==> src/rtl/gpu_pkg.sv <==
// gpu_pkg: shared constants and types for the text-mode GPU.
// Holds the character-grid geometry, the clear-engine state encoding and
// the command codes shared by the command decoder and the VRAM arbiter.
package gpu_pkg;

  localparam int unsigned TXT_COLS   = 40;
  localparam int unsigned TXT_ROWS   = 25;
  localparam int unsigned TXT_CELLS  = TXT_COLS * TXT_ROWS;
  localparam int unsigned TXT_ADDR_W = 10;
  localparam int unsigned TXT_DATA_W = 8;

  // Clear-engine sequencing states
  typedef enum logic [1:0] {
    IDLE  = 2'd0,
    CLEAR = 2'd1,
    DONE  = 2'd2
  } clr_state_e;

  // Command-processor opcodes
  typedef enum logic [7:0] {
    CMD_PUT        = 8'hC1,
    CMD_BACKSPACE  = 8'hC2,
    CMD_CLEAR      = 8'hC3,
    CMD_SET_CURSOR = 8'hC4,
    CMD_HOME       = 8'hC5,
    CMD_NEWLINE    = 8'hC6
  } cmd_e;

endpackage

==> src/rtl/gpu_vram_arbiter_if.sv <==
// gpu_vram_arbiter_if: bundles the scanout read port, the command write port,
// the clear control and the single-port character RAM port.
//   slave  : the arbiter side (takes requests, drives the RAM port)
//   master : the requester / RAM side
interface gpu_vram_arbiter_if #(
  parameter int unsigned ADDR_W = 10,
  parameter int unsigned DATA_W = 8
);
  logic              rd_req;
  logic [ADDR_W-1:0] rd_addr;
  logic              rd_valid;
  logic [DATA_W-1:0] rd_data;
  logic              wr_valid;
  logic [ADDR_W-1:0] wr_addr;
  logic [DATA_W-1:0] wr_data;
  logic              wr_ready;
  logic              clr_start;
  logic              clr_busy;
  logic              clr_done;
  logic              ram_en;
  logic              ram_we;
  logic [ADDR_W-1:0] ram_addr;
  logic [DATA_W-1:0] ram_wdata;
  logic [DATA_W-1:0] ram_rdata;

  modport slave (
    input  rd_req, rd_addr, wr_valid, wr_addr, wr_data, clr_start, ram_rdata,
    output rd_valid, rd_data, wr_ready, clr_busy, clr_done,
           ram_en, ram_we, ram_addr, ram_wdata
  );

  modport master (
    output rd_req, rd_addr, wr_valid, wr_addr, wr_data, clr_start, ram_rdata,
    input  rd_valid, rd_data, wr_ready, clr_busy, clr_done,
           ram_en, ram_we, ram_addr, ram_wdata
  );
endinterface

==> src/rtl/gpu_clear_engine.sv <==
// gpu_clear_engine: IDLE/CLEAR/DONE sequencer plus cell address counter that
// walks every cell once when started.
//   clk, reset : clock, async active-low reset
//   start      : begin a clear (ignored unless IDLE)
//   grant      : the RAM port performed this cycle's clear write
//   busy       : clear in progress (CLEAR state)
//   done       : one-cycle completion pulse (DONE state)
//   addr       : cell currently being cleared
module gpu_clear_engine
  import gpu_pkg::*;
#(
  parameter int unsigned ADDR_W = TXT_ADDR_W,
  parameter int unsigned CELLS  = TXT_CELLS
) (
  input  logic              clk,
  input  logic              reset,
  input  logic              start,
  input  logic              grant,
  output logic              busy,
  output logic              done,
  output logic [ADDR_W-1:0] addr
);

  clr_state_e        state_q, state_d;
  logic [ADDR_W-1:0] cnt_q, cnt_d;

  // State and counter registers
  always_ff @(posedge clk or negedge reset) begin
    if (!reset) begin
      state_q <= IDLE;
      cnt_q   <= '0;
    end else begin
      state_q <= state_d;
      cnt_q   <= cnt_d;
    end
  end

  // Next state; the counter only advances on a granted write
  always_comb begin
    state_d = state_q;
    cnt_d   = cnt_q;
    unique case (state_q)
      IDLE: begin
        if (start) begin
          state_d = CLEAR;
          cnt_d   = '0;
        end
      end
      CLEAR: begin
        if (grant) begin
          if (cnt_q == ADDR_W'(CELLS - 1)) begin
            state_d = DONE;
            cnt_d   = '0;
          end else begin
            cnt_d = cnt_q + ADDR_W'(1);
          end
        end
      end
      DONE:    state_d = IDLE;
      default: state_d = IDLE;
    endcase
  end

  assign busy = (state_q == CLEAR);
  assign done = (state_q == DONE);
  assign addr = cnt_q;

endmodule

==> src/rtl/gpu_vram_arbiter.sv <==
// gpu_vram_arbiter: shares the single-port character RAM between scanout
// reads (highest priority), the clear engine and command writes.
//   clk, reset : clock, async active-low reset
//   bus        : scanout read, command write, clear control and RAM port
// Grant, wr_ready and the RAM port are combinational from inputs and state;
// read data returns one cycle after the request, zeroed for out-of-range cells.
module gpu_vram_arbiter
  import gpu_pkg::*;
#(
  parameter int unsigned ADDR_W = TXT_ADDR_W,
  parameter int unsigned DATA_W = TXT_DATA_W,
  parameter int unsigned CELLS  = TXT_CELLS
) (
  input  logic               clk,
  input  logic               reset,
  gpu_vram_arbiter_if.slave  bus
);

  logic              clr_grant;
  logic              clr_busy;
  logic              clr_done;
  logic [ADDR_W-1:0] clr_addr;
  logic              rd_valid_q, rd_valid_d;
  logic              oor_q, oor_d;

  gpu_clear_engine #(
    .ADDR_W (ADDR_W),
    .CELLS  (CELLS)
  ) u_clear (
    .clk   (clk),
    .reset (reset),
    .start (bus.clr_start),
    .grant (clr_grant),
    .busy  (clr_busy),
    .done  (clr_done),
    .addr  (clr_addr)
  );

  // Fixed-priority grant: scanout > clear > command write
  always_comb begin
    clr_grant     = clr_busy && !bus.rd_req;
    bus.wr_ready  = !bus.rd_req && !clr_busy;
    bus.ram_en    = 1'b0;
    bus.ram_we    = 1'b0;
    bus.ram_addr  = '0;
    bus.ram_wdata = '0;
    if (bus.rd_req) begin
      bus.ram_en   = 1'b1;
      bus.ram_addr = bus.rd_addr;
    end else if (clr_busy) begin
      bus.ram_en   = 1'b1;
      bus.ram_we   = 1'b1;
      bus.ram_addr = clr_addr;
    end else if (bus.wr_valid && (bus.wr_addr < ADDR_W'(CELLS))) begin
      // Out-of-range writes are still accepted but never reach the RAM
      bus.ram_en    = 1'b1;
      bus.ram_we    = 1'b1;
      bus.ram_addr  = bus.wr_addr;
      bus.ram_wdata = bus.wr_data;
    end
  end

  // Read-return tracking aligned with the RAM's one-cycle read latency
  always_comb begin
    rd_valid_d = bus.rd_req;
    oor_d      = bus.rd_req && (bus.rd_addr >= ADDR_W'(CELLS));
  end

  always_ff @(posedge clk or negedge reset) begin
    if (!reset) begin
      rd_valid_q <= 1'b0;
      oor_q      <= 1'b0;
    end else begin
      rd_valid_q <= rd_valid_d;
      oor_q      <= oor_d;
    end
  end

  assign bus.rd_valid = rd_valid_q;
  assign bus.rd_data  = (rd_valid_q && !oor_q) ? bus.ram_rdata : '0;
  assign bus.clr_busy = clr_busy;
  assign bus.clr_done = clr_done;

endmodule
==> src/flat_wrapper.sv <==
// flat-port wrapper written by rule: the top's interface ports become plain ports
module gpu_vram_arbiter_flat import gpu_pkg::*;
#(
  parameter int unsigned ADDR_W = TXT_ADDR_W,
  parameter int unsigned DATA_W = TXT_DATA_W,
  parameter int unsigned CELLS  = TXT_CELLS
)
  (clk, reset, bus_rd_req, bus_rd_addr, bus_wr_valid, bus_wr_addr, bus_wr_data, bus_clr_start, bus_ram_rdata, bus_rd_valid, bus_rd_data, bus_wr_ready, bus_clr_busy, bus_clr_done, bus_ram_en, bus_ram_we, bus_ram_addr, bus_ram_wdata);
  gpu_vram_arbiter_if #(.ADDR_W(ADDR_W), .DATA_W(DATA_W)) bus_i ();
  input  logic clk;
  input  logic reset;
  input wire logic [$bits(bus_i.rd_req)-1:0] bus_rd_req;
  input wire logic [$bits(bus_i.rd_addr)-1:0] bus_rd_addr;
  input wire logic [$bits(bus_i.wr_valid)-1:0] bus_wr_valid;
  input wire logic [$bits(bus_i.wr_addr)-1:0] bus_wr_addr;
  input wire logic [$bits(bus_i.wr_data)-1:0] bus_wr_data;
  input wire logic [$bits(bus_i.clr_start)-1:0] bus_clr_start;
  input wire logic [$bits(bus_i.ram_rdata)-1:0] bus_ram_rdata;
  output wire logic [$bits(bus_i.rd_valid)-1:0] bus_rd_valid;
  output wire logic [$bits(bus_i.rd_data)-1:0] bus_rd_data;
  output wire logic [$bits(bus_i.wr_ready)-1:0] bus_wr_ready;
  output wire logic [$bits(bus_i.clr_busy)-1:0] bus_clr_busy;
  output wire logic [$bits(bus_i.clr_done)-1:0] bus_clr_done;
  output wire logic [$bits(bus_i.ram_en)-1:0] bus_ram_en;
  output wire logic [$bits(bus_i.ram_we)-1:0] bus_ram_we;
  output wire logic [$bits(bus_i.ram_addr)-1:0] bus_ram_addr;
  output wire logic [$bits(bus_i.ram_wdata)-1:0] bus_ram_wdata;
  assign bus_i.rd_req = bus_rd_req;
  assign bus_i.rd_addr = bus_rd_addr;
  assign bus_i.wr_valid = bus_wr_valid;
  assign bus_i.wr_addr = bus_wr_addr;
  assign bus_i.wr_data = bus_wr_data;
  assign bus_i.clr_start = bus_clr_start;
  assign bus_i.ram_rdata = bus_ram_rdata;
  assign bus_rd_valid = bus_i.rd_valid;
  assign bus_rd_data = bus_i.rd_data;
  assign bus_wr_ready = bus_i.wr_ready;
  assign bus_clr_busy = bus_i.clr_busy;
  assign bus_clr_done = bus_i.clr_done;
  assign bus_ram_en = bus_i.ram_en;
  assign bus_ram_we = bus_i.ram_we;
  assign bus_ram_addr = bus_i.ram_addr;
  assign bus_ram_wdata = bus_i.ram_wdata;
  gpu_vram_arbiter #(.ADDR_W(ADDR_W), .DATA_W(DATA_W), .CELLS(CELLS)) u_core (.clk(clk), .reset(reset), .bus(bus_i));
endmodule
==> config.mk <==
export PLATFORM = sky130hd
export DESIGN_NAME = gpu_vram_arbiter_flat
export DESIGN_NICKNAME = d
export VERILOG_FILES = /design/src/rtl/gpu_pkg.sv /design/src/rtl/gpu_vram_arbiter_if.sv /design/src/rtl/gpu_clear_engine.sv /design/src/rtl/gpu_vram_arbiter.sv /design/src/flat_wrapper.sv
export SDC_FILE = /design/constraint.sdc
export NUM_CORES = 1
export LEC_CHECK = 0
export ABC_AREA = 1
export CAP_MARGIN = 20
export CORE_MARGIN = 2
export CORE_UTILIZATION = 38
export CTS_CLUSTER_SIZE = 10
export DETAILED_ROUTE_END_ITERATION = 8
export PLACE_DENSITY = 0.78
export SYNTH_ARGS = -nofsm -noshare
export SYNTH_HDL_FRONTEND = slang
export SYNTH_SLANG_ARGS = --single-unit
==> constraint.sdc <==
create_clock -name clk -period 1.42 [get_ports clk]
set_input_delay 0.142 -clock clk [delete_from_list [all_inputs] [get_ports clk]]
set_output_delay 0.142 -clock clk [all_outputs]
set_load 0.03 [all_outputs]
==> out/results.tsv <==
stage	metric	value	unit
outcome	status	finished with violations	
outcome	failed_checks	negative setup slack	
synthesis	synth.top_cell.area_share	28.5	%
clock_tree	cts_max_level	1	
critical_path	cp_max_fo	11	
floorplan	io_pins	73	
synthesis	synthesis.area	1230	sq um
sta	hold_violations	0	
power_and_ir_drop	p_total	3.36	mW
synthesis	ys_seq_elements	14	
sta	fin_skew	0.614	ps
grt	grt_antenna_before_repair	0	
final_layout	finalNonFillerCells	344	
final_layout	area_delta_synth_final	102	%
synthesis	synth_top_family_by_area	simple AND/OR/NAND/NOR gates	
critical_path	start_kind	flip-flop	
sta	fin_ws	-258	ps
final_layout	drive_above_1_share	38.3	%
synthesis	synth_area_leaders	dfrtp_1 29%, nand2_1 14%, nor2_1 12%, inv_1 9.2%, a21oi_1 7.7%	
critical_path	crit_required	1280	ps
synthesis	synth_xor_xnor_area_share	0.714	%
synthesis	syn_nets	243	
floorplan	die_w	60.8	microns
critical_path	arrival	1540	ps
route	via_count	1660	
synthesis	avgSynthCellArea	6.11	sq um
floorplan	fp.dieH	60.8	microns
sta	maxSlewHeadroom	69.2	%
floorplan	rows	20	
synthesis	yosysTopAreaCell	dfrtp_1	
floorplan	initial_core_util	40.2	%
route	drtIter0Drc	81	
sta	tightest_slew	458	ps
run	maxCapViolCount	0	
synthesis	muxShareOfSynthArea	0	%
synthesis	synthSimpleGateAreaFrac	43.1	%
sta	setup_viol	29	
route	drt-pass1-iter-count	4	
synthesis	yosysWarnings	0	
power_and_ir_drop	peakVddDrop	1580	uV
sta	fin_crit	1680	ps
placement	place_congestion	0.894	
grt	grt_start_max_net_pins	15	
floorplan	fp.dieArea	3700	sq um
synthesis	synth_fa_ha_area_share	1.02	%
final_layout	fin_nets	343	
placement	dp_cells	330	
floorplan	core	3050	sq um
placement	hpwl	3340	microns
route	route.detailed.drc	0	
route	ant_nets	0	
clock_tree	cts_tree	done	
route	wire_per_inst	14.3	microns
synthesis	synth-async-reset-ratio	100	%
synthesis	synth-edff-count	0	
sta	fmax	596	MHz
synthesis	synth_cells	201	
clock_tree	cts_buffers	3	
synthesis	synth_ff_type	dfrtp_1	
synthesis	yosys.cell_types.count	24	
critical_path	cp-end-kind	output port	
worst_hold_path	hold_path.class	input pin to async pin	
clock_tree	insertion_delay	280	ps
route	via_per_inst	4.83	
clock_tree	clkTransAtPathRegs	80	ps
sta	final_max_slew_viol_count	0	
synthesis	yosysMostFrequentCell	nand2_1	
placement	numPortBuffers	72	
power_and_ir_drop	p_leak	1.22	nW
grt	grt_pass1_wl	6840	microns
clock_tree	cts_sinks	14	
synthesis	ys_top_cells_by_count	45 x nand2_1, 40 x nor2_1, 30 x inv_1	
synthesis	synth_compound_area_share	13.0	%
sta	final.period_utilization	118	%
clock_tree	clockRootBuffer	clkbuf_4	
clock_tree	cts_buffer_depth	2	
grt	grt_pass1_vias	1533	
final_layout	fillerInstances	211	
final_layout	diodes	0	
critical_path	crit_type	flip-flop to output port	
power_and_ir_drop	pwr_density_cell	1350	nW/um^2
grt	gr-total-overflow	0	
sta	rsz0062_at_grt	yes	
route	finalWirelength	4930	microns
synthesis	synth-seq-area-share	28.5	%
grt	grt_usage	24.3	%
## worst max-delay path, cell delays in order, from the launching register on
cell	delay, ps
dfrtp_1	410
inv_2	80
nor2_4	40
buf_8	150
nor2_4	210
nand2_2	110
nor2_4	110
buf_6	140
## cell families after synthesis
| family | count (synthesis) |
|---|---|
| simple gates | 116 |
| buf+inv | 39 |
| compound gates | 30 |
| flops | 14 |
| xor+xnor | 1 |
| fa+ha+maj | 1 |
## placed cells by master (no fill, tap or decap), types with 3 or more instances in the layout
| master | netlist | routed |
|---|---|---|
| nand2_1 | 45 | 34 |
| dfrtp_1 | 14 | 14 |
| o21ai_1 | 0 | 3 |
| o21ai_0 | 8 | 5 |
| clkdlybuf4s50_1 | 0 | 33 |
| nor3_1 | 3 | 3 |
| dlymetal6s2s_1 | 0 | 7 |
| nor2_2 | 2 | 3 |
| buf_4 | 3 | 29 |
| nand2_2 | 5 | 15 |
| clkbuf_4 | 0 | 3 |
| nand4_1 | 11 | 11 |
| a21oi_1 | 19 | 9 |
| nor2_1 | 40 | 29 |
| buf_6 | 0 | 28 |
| nand3_1 | 5 | 4 |
| a21oi_2 | 2 | 10 |
| inv_1 | 30 | 28 |
| nor2_4 | 2 | 13 |
## where the power goes
group | internal [mW] | switching (mW)
sequential | 0.491 | 0.0682
clock | 0.156 | 0.133
combinational | 1.11 | 1.40
## worst paths after layout
path	start	endpoint	slack [ps]	depth (start not counted)
max	u_core.u_clear.state_q[0]	bus_ram_wdata[6]	-260	7
min	reset	u_core.u_clear.state_q[1]	160	2
max reg2reg	u_core.u_clear.state_q[0]	u_core.u_clear.addr[9]	-90	12
min reg2reg	u_core.u_clear.addr[2]	u_core.u_clear.addr[2]	580	2
max in group asynchronous	reset	u_core.u_clear.addr[8]	1100	2
min in group clk	bus_rd_addr[5]	u_core.oor_q	460	3
## per-layer routing
layer / track usage, % / wire length (microns)
met1: 33.6 / 2130
met2: 40.2 / 2290
met3: 2.35 / 426
met4: 7.45 / 82
met5: 0 / 0
## stage by stage
stage | setup TNS (ps) | cell area (sq um) | hold WS [ps] | setup WS [ps] | util (%)
2_1_floorplan | -554 | 1340 | -154 | -129 | -
3_3_place_gp | -3970 | 2160 | 462 | -198 | 70.8
3_5_place_dp | -4020 | 2160 | 464 | -199 | 70.8
4_1_cts | -3900 | 2340 | 161 | -212 | 76.5
5_1_grt | -6820 | 2480 | 176 | -307 | 81.3
6_report | -4610 | 2480 | 161 | -258 | 81.3
## sequential cells by signal, summed over array words and instances (netlist names)
signal and cells:
u_core.bus.rd_valid 1, u_core.u_clear.addr 10, u_core.oor_q 1, u_core.u_clear.state_q 2
## final cells by class
cell class	count	area, sq um	share of cell area [%]
Tap cell	44	55.1	2.22
Multi-Input combinational cell	149	890	35.9
Clock buffer	4	36.3	1.46
Timing Repair Buffer	101	1020	41.1
Inverter	32	130	5.24
Sequential cell	14	350	14.1
## what timing repair did
item                       4_1_cts  5_1_grt
resized for setup               27       36
hold buffers                     0        0
setup endpoints to repair       22       32
gates cloned                     2        1
setup buffers                    5        2
pin swaps                       15       12
Power figures use the tool's default switching activity.
